### config.mk
export PLATFORM = sky130hd
export DESIGN_NAME = matmul_engine
export DESIGN_NICKNAME = d
export VERILOG_FILES = /design/src/rtl/matmul_engine.sv
export SDC_FILE = /design/constraint.sdc
export NUM_CORES = 2
export LEC_CHECK = 0
export CAP_MARGIN = 5
export CORE_ASPECT_RATIO = 1.75
export CORE_UTILIZATION = 33
export CTS_BUF_LIST = sky130_fd_sc_hd__clkbuf_4
export DETAILED_ROUTE_END_ITERATION = 12
export PLACE_DENSITY = 0.56
export SLEW_MARGIN = 30
export SYNTH_ARGS = -nofsm -noshare
export SYNTH_HDL_FRONTEND = slang
export SYNTH_SLANG_ARGS = --single-unit
### constraint.sdc
create_clock -name Clk -period 9.9 [get_ports Clk]
set_input_delay 1.98 -clock Clk [delete_from_list [all_inputs] [get_ports Clk]]
set_output_delay 1.98 -clock Clk [all_outputs]
set_load 0.05 [all_outputs]
### src/rtl/matmul_engine.sv
// Sequenced C = A x B over a word-addressed operand memory: 2*Dim+1 cycles per C element, Dim^2*(2*Dim+1)+1 cycles busy.
// No backpressure: reads return a fixed one cycle after RdEn, and writes are single-cycle strobes that are assumed to always land.
module matmul_engine #(
    parameter int DATA_W = 32,
    parameter int N      = 4,
    parameter int ADDR_W = 10,
    parameter int DIM_W  = $clog2(N + 1)
) (
    input  logic              Clk,
    input  logic              Reset,
    input  logic              Start,
    input  logic [DIM_W-1:0]  Dim,
    input  logic [ADDR_W-1:0] BaseA,
    input  logic [ADDR_W-1:0] BaseB,
    input  logic [ADDR_W-1:0] BaseC,
    output logic [ADDR_W-1:0] RdAddrA,
    output logic [ADDR_W-1:0] RdAddrB,
    output logic              RdEn,
    input  logic [DATA_W-1:0] RdDataA,
    input  logic [DATA_W-1:0] RdDataB,
    output logic              WrEn,
    output logic [ADDR_W-1:0] WrAddr,
    output logic [DATA_W-1:0] WrData,
    output logic              Busy,
    output logic              Done
);

    typedef enum logic [2:0] {
        S_IDLE,
        S_ISSUE,
        S_ACC,
        S_WRITE,
        S_DONE
    } state_t;

    state_t state, state_nxt;

    logic [DIM_W-1:0]  dim;
    logic [DIM_W-1:0]  dim_m1;
    logic [DIM_W-1:0]  dim_sat;
    logic [DIM_W-1:0]  i, j, k;
    logic [ADDR_W-1:0] base_a, base_b, base_c;
    logic [DATA_W-1:0] acc;
    logic [DATA_W-1:0] prod;
    logic              last_i, last_j, last_k;
    logic [ADDR_W-1:0] addr_a, addr_b, addr_c;

    assign dim_sat = (Dim > DIM_W'(N)) ? DIM_W'(N) : Dim;
    assign dim_m1  = dim - DIM_W'(1);
    assign last_i  = (i == dim_m1);
    assign last_j  = (j == dim_m1);
    assign last_k  = (k == dim_m1);

    // Low DATA_W bits of a product are the same for signed and unsigned operands.
    assign prod = RdDataA * RdDataB;

    assign addr_a = base_a + ADDR_W'(i) * ADDR_W'(dim) + ADDR_W'(k);
    assign addr_b = base_b + ADDR_W'(k) * ADDR_W'(dim) + ADDR_W'(j);
    assign addr_c = base_c + ADDR_W'(i) * ADDR_W'(dim) + ADDR_W'(j);

    always_comb begin
        state_nxt = state;
        case (state)
            S_IDLE: begin
                if (Start) begin
                    state_nxt = (Dim == '0) ? S_DONE : S_ISSUE;
                end
            end
            S_ISSUE: state_nxt = S_ACC;
            S_ACC:   state_nxt = last_k ? S_WRITE : S_ISSUE;
            S_WRITE: state_nxt = (last_i && last_j) ? S_DONE : S_ISSUE;
            S_DONE:  state_nxt = S_IDLE;
            default: state_nxt = S_IDLE;
        endcase
    end

    always_ff @(posedge Clk) begin
        if (!Reset) begin
            state  <= S_IDLE;
            dim    <= '0;
            base_a <= '0;
            base_b <= '0;
            base_c <= '0;
            i      <= '0;
            j      <= '0;
            k      <= '0;
            acc    <= '0;
        end else begin
            state <= state_nxt;
            case (state)
                S_IDLE: begin
                    if (Start) begin
                        dim    <= dim_sat;
                        base_a <= BaseA;
                        base_b <= BaseB;
                        base_c <= BaseC;
                        i      <= '0;
                        j      <= '0;
                        k      <= '0;
                        acc    <= '0;
                    end
                end
                S_ACC: begin
                    acc <= acc + prod;
                    if (!last_k) begin
                        k <= k + DIM_W'(1);
                    end
                end
                S_WRITE: begin
                    acc <= '0;
                    k   <= '0;
                    if (last_j) begin
                        j <= '0;
                        i <= i + DIM_W'(1);
                    end else begin
                        j <= j + DIM_W'(1);
                    end
                end
                default: ;
            endcase
        end
    end

    assign Busy = (state != S_IDLE);
    assign RdEn = (state == S_ISSUE);
    assign WrEn = (state == S_WRITE);
    assign Done = (state == S_DONE);

    // Address/data buses are held at zero outside their strobe so idle and reset values are clean.
    assign RdAddrA = RdEn ? addr_a : '0;
    assign RdAddrB = RdEn ? addr_b : '0;
    assign WrAddr  = WrEn ? addr_c : '0;
    assign WrData  = WrEn ? acc    : '0;

endmodule

After elaboration in Yosys (flattened, before gate mapping)

Cells that the tools add are included.

Register bits: 77
Bits in latches: 0
Bits in writable memories: 0
ROM bits: 0
Bits of input ports: 100
Output and inout bits: 66
Memories kept: 0

$add $sub $neg: 11
Multiply operators: 3
Div/mod/pow operators: 0
Order comparisons: 1
Equal/unequal tests: 10
Shift-type cells: 0
Muxes and demuxes: 19
Bitwise gates (word level): 0
Reduce and logical (&&, ||, !) cells: 11

Operator list:

| cell                                                 | number |
|---|---|
| case mux 32 bit (3 select lines)                     | 1 |
| 2-to-1 mux 32 bit                                    | 2 |
| adder 32 bit                                         | 1 |
| multiplier 32 x 32 -> 32 bit                         | 1 |
| adder 10 x 3 -> 10 bit                               | 3 |
| adder 10 x 6 -> 10 bit                               | 3 |
| 2-to-1 mux 10 bit                                    | 3 |
| 2-to-1 mux 3 bit                                     | 8 |
| multiplier 3 x 3 -> 6 bit                            | 2 |
| case mux 3 bit (2 select lines)                      | 2 |
| case mux 3 bit (4 select lines)                      | 1 |
| adder 3 x 1 -> 3 bit, second input constant          | 3 |
| equality test 3 bit                                  | 3 |
| case mux 3 bit (3 select lines)                      | 1 |
| equality test 3 x 2 -> 1 bit, second input constant  | 2 |
| logical NOT 3 bit                                    | 2 |
| AND reduction 2 bit                                  | 3 |
| AND reduction 3 bit                                  | 2 |
| nonzero test 3 bit                                   | 2 |
| != test 2 bit, second input constant                 | 2 |
| equality test 3 x 1 -> 1 bit, second input constant  | 1 |
| equality test 3 bit, second input constant           | 1 |
| greater-than comparator 3 bit, second input constant | 1 |
| subtractor 3 x 1 -> 3 bit, second input constant     | 1 |
| 4 further kinds                                      | 4 |

Depth between registers and ports, before layout

Depth after elaboration: 5
Depth in mapped cells: 29
Depth with buffers taken out: 27

Worst setup path before layout

Ideal clock, no wire load.

Path kind: in2reg
Start point: in RdDataB[2]
End point: reg acc[31]
Library setup time: 118 ps
Data arrival time: 8454 ps
Data required time: 9782 ps
Slack: 1327 ps
Stages: 27
Buffers on the path: 2
Cell sequence: clkbuf_1 -> clkbuf_1 -> and2_1 -> fa_1 -> inv_1 -> fa_1 -> inv_1 -> fa_1 -> inv_1 -> fa_1 -> inv_1 -> fa_1 -> fa_1 -> fa_1 -> inv_1 -> fa_1 -> inv_1 -> ha_1 -> a21o_1 -> a211oi_2 -> nor2_1 -> or4_1 -> a31oi_1 -> o31ai_1 -> a31oi_1 -> xnor2_1 -> o21ai_1

Word-level cells in the longest chain between the ends: 3

RTL lines:

| item                             | line | text |
|---|---|---|
| from (decl)                      | 20   | `input logic [DATA_W-1:0] RdDataB,` |
| multiplier 32 x 32 -> 32 bit     | 55   | `assign prod = RdDataA * RdDataB;` |
| adder 32 bit                     | 104  | `acc <= acc + prod;` |
| case mux 32 bit (3 select lines) | 90   | `case (state)` |
| to (signal assigned)             | 104  |  |
| to (decl)                        | 43   | `logic [DATA_W-1:0] acc;` |

Every way passes these cells.
A chain may end at the register's enable or synchronous reset.

Worst setup path in the final report

Start point: in RdDataB[5]
End point: reg acc[31]

Same word-level chain as after synthesis.

==> impl_metrics.env <==
export IMPL_fin_crit_ns=8.96
export IMPL_hpwlAfterDp_um=54700
export IMPL_worstMarginPinSlew_ns=0.864
export IMPL_antenna_found_initial=6
export IMPL_cts_sinks=77
export IMPL_synth_compound_area_share_pct=5.44
export IMPL_place_gp_congestion=0.905
export IMPL_yosys_warnings=0
export IMPL_cts_hold_buffers=0
export IMPL_cp_required_ns=10.27
export IMPL_synth_common_cells="inv_1 (537), fa_1 (455), and2_1 (350)"
export IMPL_synth_xor_area_share_pct=4.48
export IMPL_viasPerCell=4.74
export IMPL_synth_cells=2452
export IMPL_setup_violations=0
export IMPL_die_width_um=195
export IMPL_yosysTopAreaCell="fa_1"
export IMPL_critPathMaxFanout=19
export IMPL_grt_pass1_vias=19000
export IMPL_start_kind="primary input"
export IMPL_netlist_area_sq_um=21500
export IMPL_synth_most_common_cell="inv_1"
export IMPL_synth_area_leaders="fa_1 (42%), and2_1 (10%), ha_1 (9.7%)"
export IMPL_synthToLayoutAreaGrowth_pct=13.5
export IMPL_nets=3299
export IMPL_slew_violations=0
export IMPL_clock_fmax_mhz=112
export IMPL_synth_cell_types=54
export IMPL_grt_pass1_wl_um=102000
export IMPL_hold_violations=0
export IMPL_h_tree_depth=3
export IMPL_ys_seq_area_share_pct=7.16
export IMPL_worstHoldPathType="reg -> reg"
export IMPL_rsz0062_at_grt="false"
export IMPL_synth_seq_cells=77
export IMPL_ant_nets=0
export IMPL_skew_ns=0.0231
export IMPL_cts_root_buf="clkbuf_4"
export IMPL_coreArea_sq_um=64300
export IMPL_n_fill_cell=6616
export IMPL_cts_buffer_depth=2
export IMPL_yosys_area_share_adder_pct=52.0
export IMPL_min_period_over_period_pct=90.5
export IMPL_synth_avg_cell_area_sq_um=8.78
export IMPL_route_vias_total=16100
export IMPL_maxSlewHeadroom_pct=42.1
export IMPL_synthSimpleGateAreaFrac_pct=19.4
export IMPL_endpoint_kind="register"
export IMPL_synthMuxAreaShare_pct=0.0930
export IMPL_grt_util_all_layers_pct=19.9
export IMPL_route_detailed_drc=0
export IMPL_synth_top_area_share_pct=42.3
export IMPL_path_class="in -> reg"
export IMPL_drive_gt1_share_pct=3.72
export IMPL_drtIter0Drc=556
export IMPL_row_count=123
export IMPL_tritoncts="yes"
export IMPL_clkSlewWorstSetupHoldPaths_ns=0.12
export IMPL_drt_pass1_iter_count=6
export IMPL_wire_per_inst_um=18.5
export IMPL_wl_um=63000
export IMPL_status="completed"
export IMPL_io_buffers=165
export IMPL_cts_buffers=9
export IMPL_max_cap_violations=0
export IMPL_synthArstFlopShare_pct=0
export IMPL_die_h_um=340
export IMPL_cts_resized=0
export IMPL_synth_top_family_by_area="adder cells"
export IMPL_synthFlopType="dfxtp_1"
export IMPL_setup_tns_ns=0
export IMPL_grt_overflow=0
export IMPL_clk_latency_ns=0.51
export IMPL_syn_nets=3174
export IMPL_post_cts_buffers=0
export IMPL_worstPathArrival_ns=9.33
export IMPL_synth_enable_flop_cells=0
export IMPL_io_pins=166
export IMPL_start_util_pct=33.5
export IMPL_grt_max_degree=65
export IMPL_die_area_sq_um=66300
## critical path, cell delays in order
cell and delay (ns):
clkdlybuf4s50_1 0.77, and2_1 0.33, fa_1 0.56, fa_1 0.45
fa_1 0.52, inv_1 0.05, fa_1 0.47, inv_1 0.05
fa_1 0.50, fa_1 0.52, fa_1 0.50, inv_1 0.05
fa_1 0.48, inv_1 0.05, ha_1 0.33, a21o_1 0.22
a211oi_2 0.21, nor2_1 0.08, or4_1 0.40, a31oi_1 0.18
o31ai_1 0.14, a31oi_1 0.23, xnor2_1 0.15, o21ai_1 0.07
## cells by family (layout without fill, tap and decap cells)
logic type | Yosys count | count (layout)
and+or+nand+nor | 821 | 821
buffers and inverters | 653 | 783
adders and majority gates | 622 | 622
AOI/OAI and AO/OA | 167 | 167
xor gates and xnor gates | 110 | 110
DFF | 77 | 77
muxes | 2 | 2
other | 0 | 1
## path summary, 6_finish.rpt
path / startpoint / end / slack, ns / depth (start not counted)
worst max-delay path: RdDataB[5] / acc[31] / 0.94 / 24
worst min-delay path: acc[24] / acc[24] / 0.46 / 2
worst max register to register: acc[22] / acc[31] / 3.01 / 24
worst min register to register: acc[24] / acc[24] / 0.46 / 2
## placed cells by master (no fill, tap or decap), drive strengths merged, types with 10 or more instances in the layout
master / instances
a21oi: 29
a21o: 27
and2: 350
nand2b: 10
a21boi: 37
xnor2: 80
fa: 455
buf: 66
a22oi: 16
inv: 536
nor3: 12
nand2: 314
clkbuf: 10
clkdlybuf4s50: 164
ha: 167
nand3: 18
xor2: 30
dfxtp: 77
nor2: 64
o21ai: 29
nor2b: 36
## registers in the layout, summed over array words and instances (netlist names)
signal and flops:
base_c 10, state 3, j 3, base_b 10, acc 32, base_a 10
k 3, i 3, dim 3
## final cells by class
type                            count  area (sq um)  area share [%]
Antenna cell                        1          2.50          0.0102
Clock buffer                       10          75.1           0.307
Clock inverter                      6          87.6           0.359
Inverter                          537          2020            8.25
Multi-Input combinational cell   1722         17500            71.8
Sequential cell                    77          1540            6.31
Tap cell                          812          1020            4.16
Timing Repair Buffer              230          2150            8.79
## metrics by stage
step	hold slack, ns	area [sq um]	utilization, %	instances	setup slack, ns
3_5_place_dp	0.444	24300	37.7	3378	0.411
3_3_place_gp	0.440	24300	37.7	3378	0.413
4_1_cts	0.461	24400	38.0	3394	0.995
5_1_grt	0.499	24400	38.0	3395	0.614
6_report	0.457	24400	38.0	3395	0.941
2_1_floorplan	0.425	21500	-	2452	1.33
## per-layer routing
metal | up-vias | global-route usage, % | wire length [um]
li1 | 7415 | - | -
met1 | 8208 | 20.6 | 22800
met2 | 339 | 39.7 | 35600
met3 | 120 | 2.55 | 2280
met4 | 8 | 7.71 | 2190
met5 | - | 0 | 46
Power is left out: the tool's default activity adds up to more than one toggle a clock period on the data nets, which glitch-free logic cannot reach.
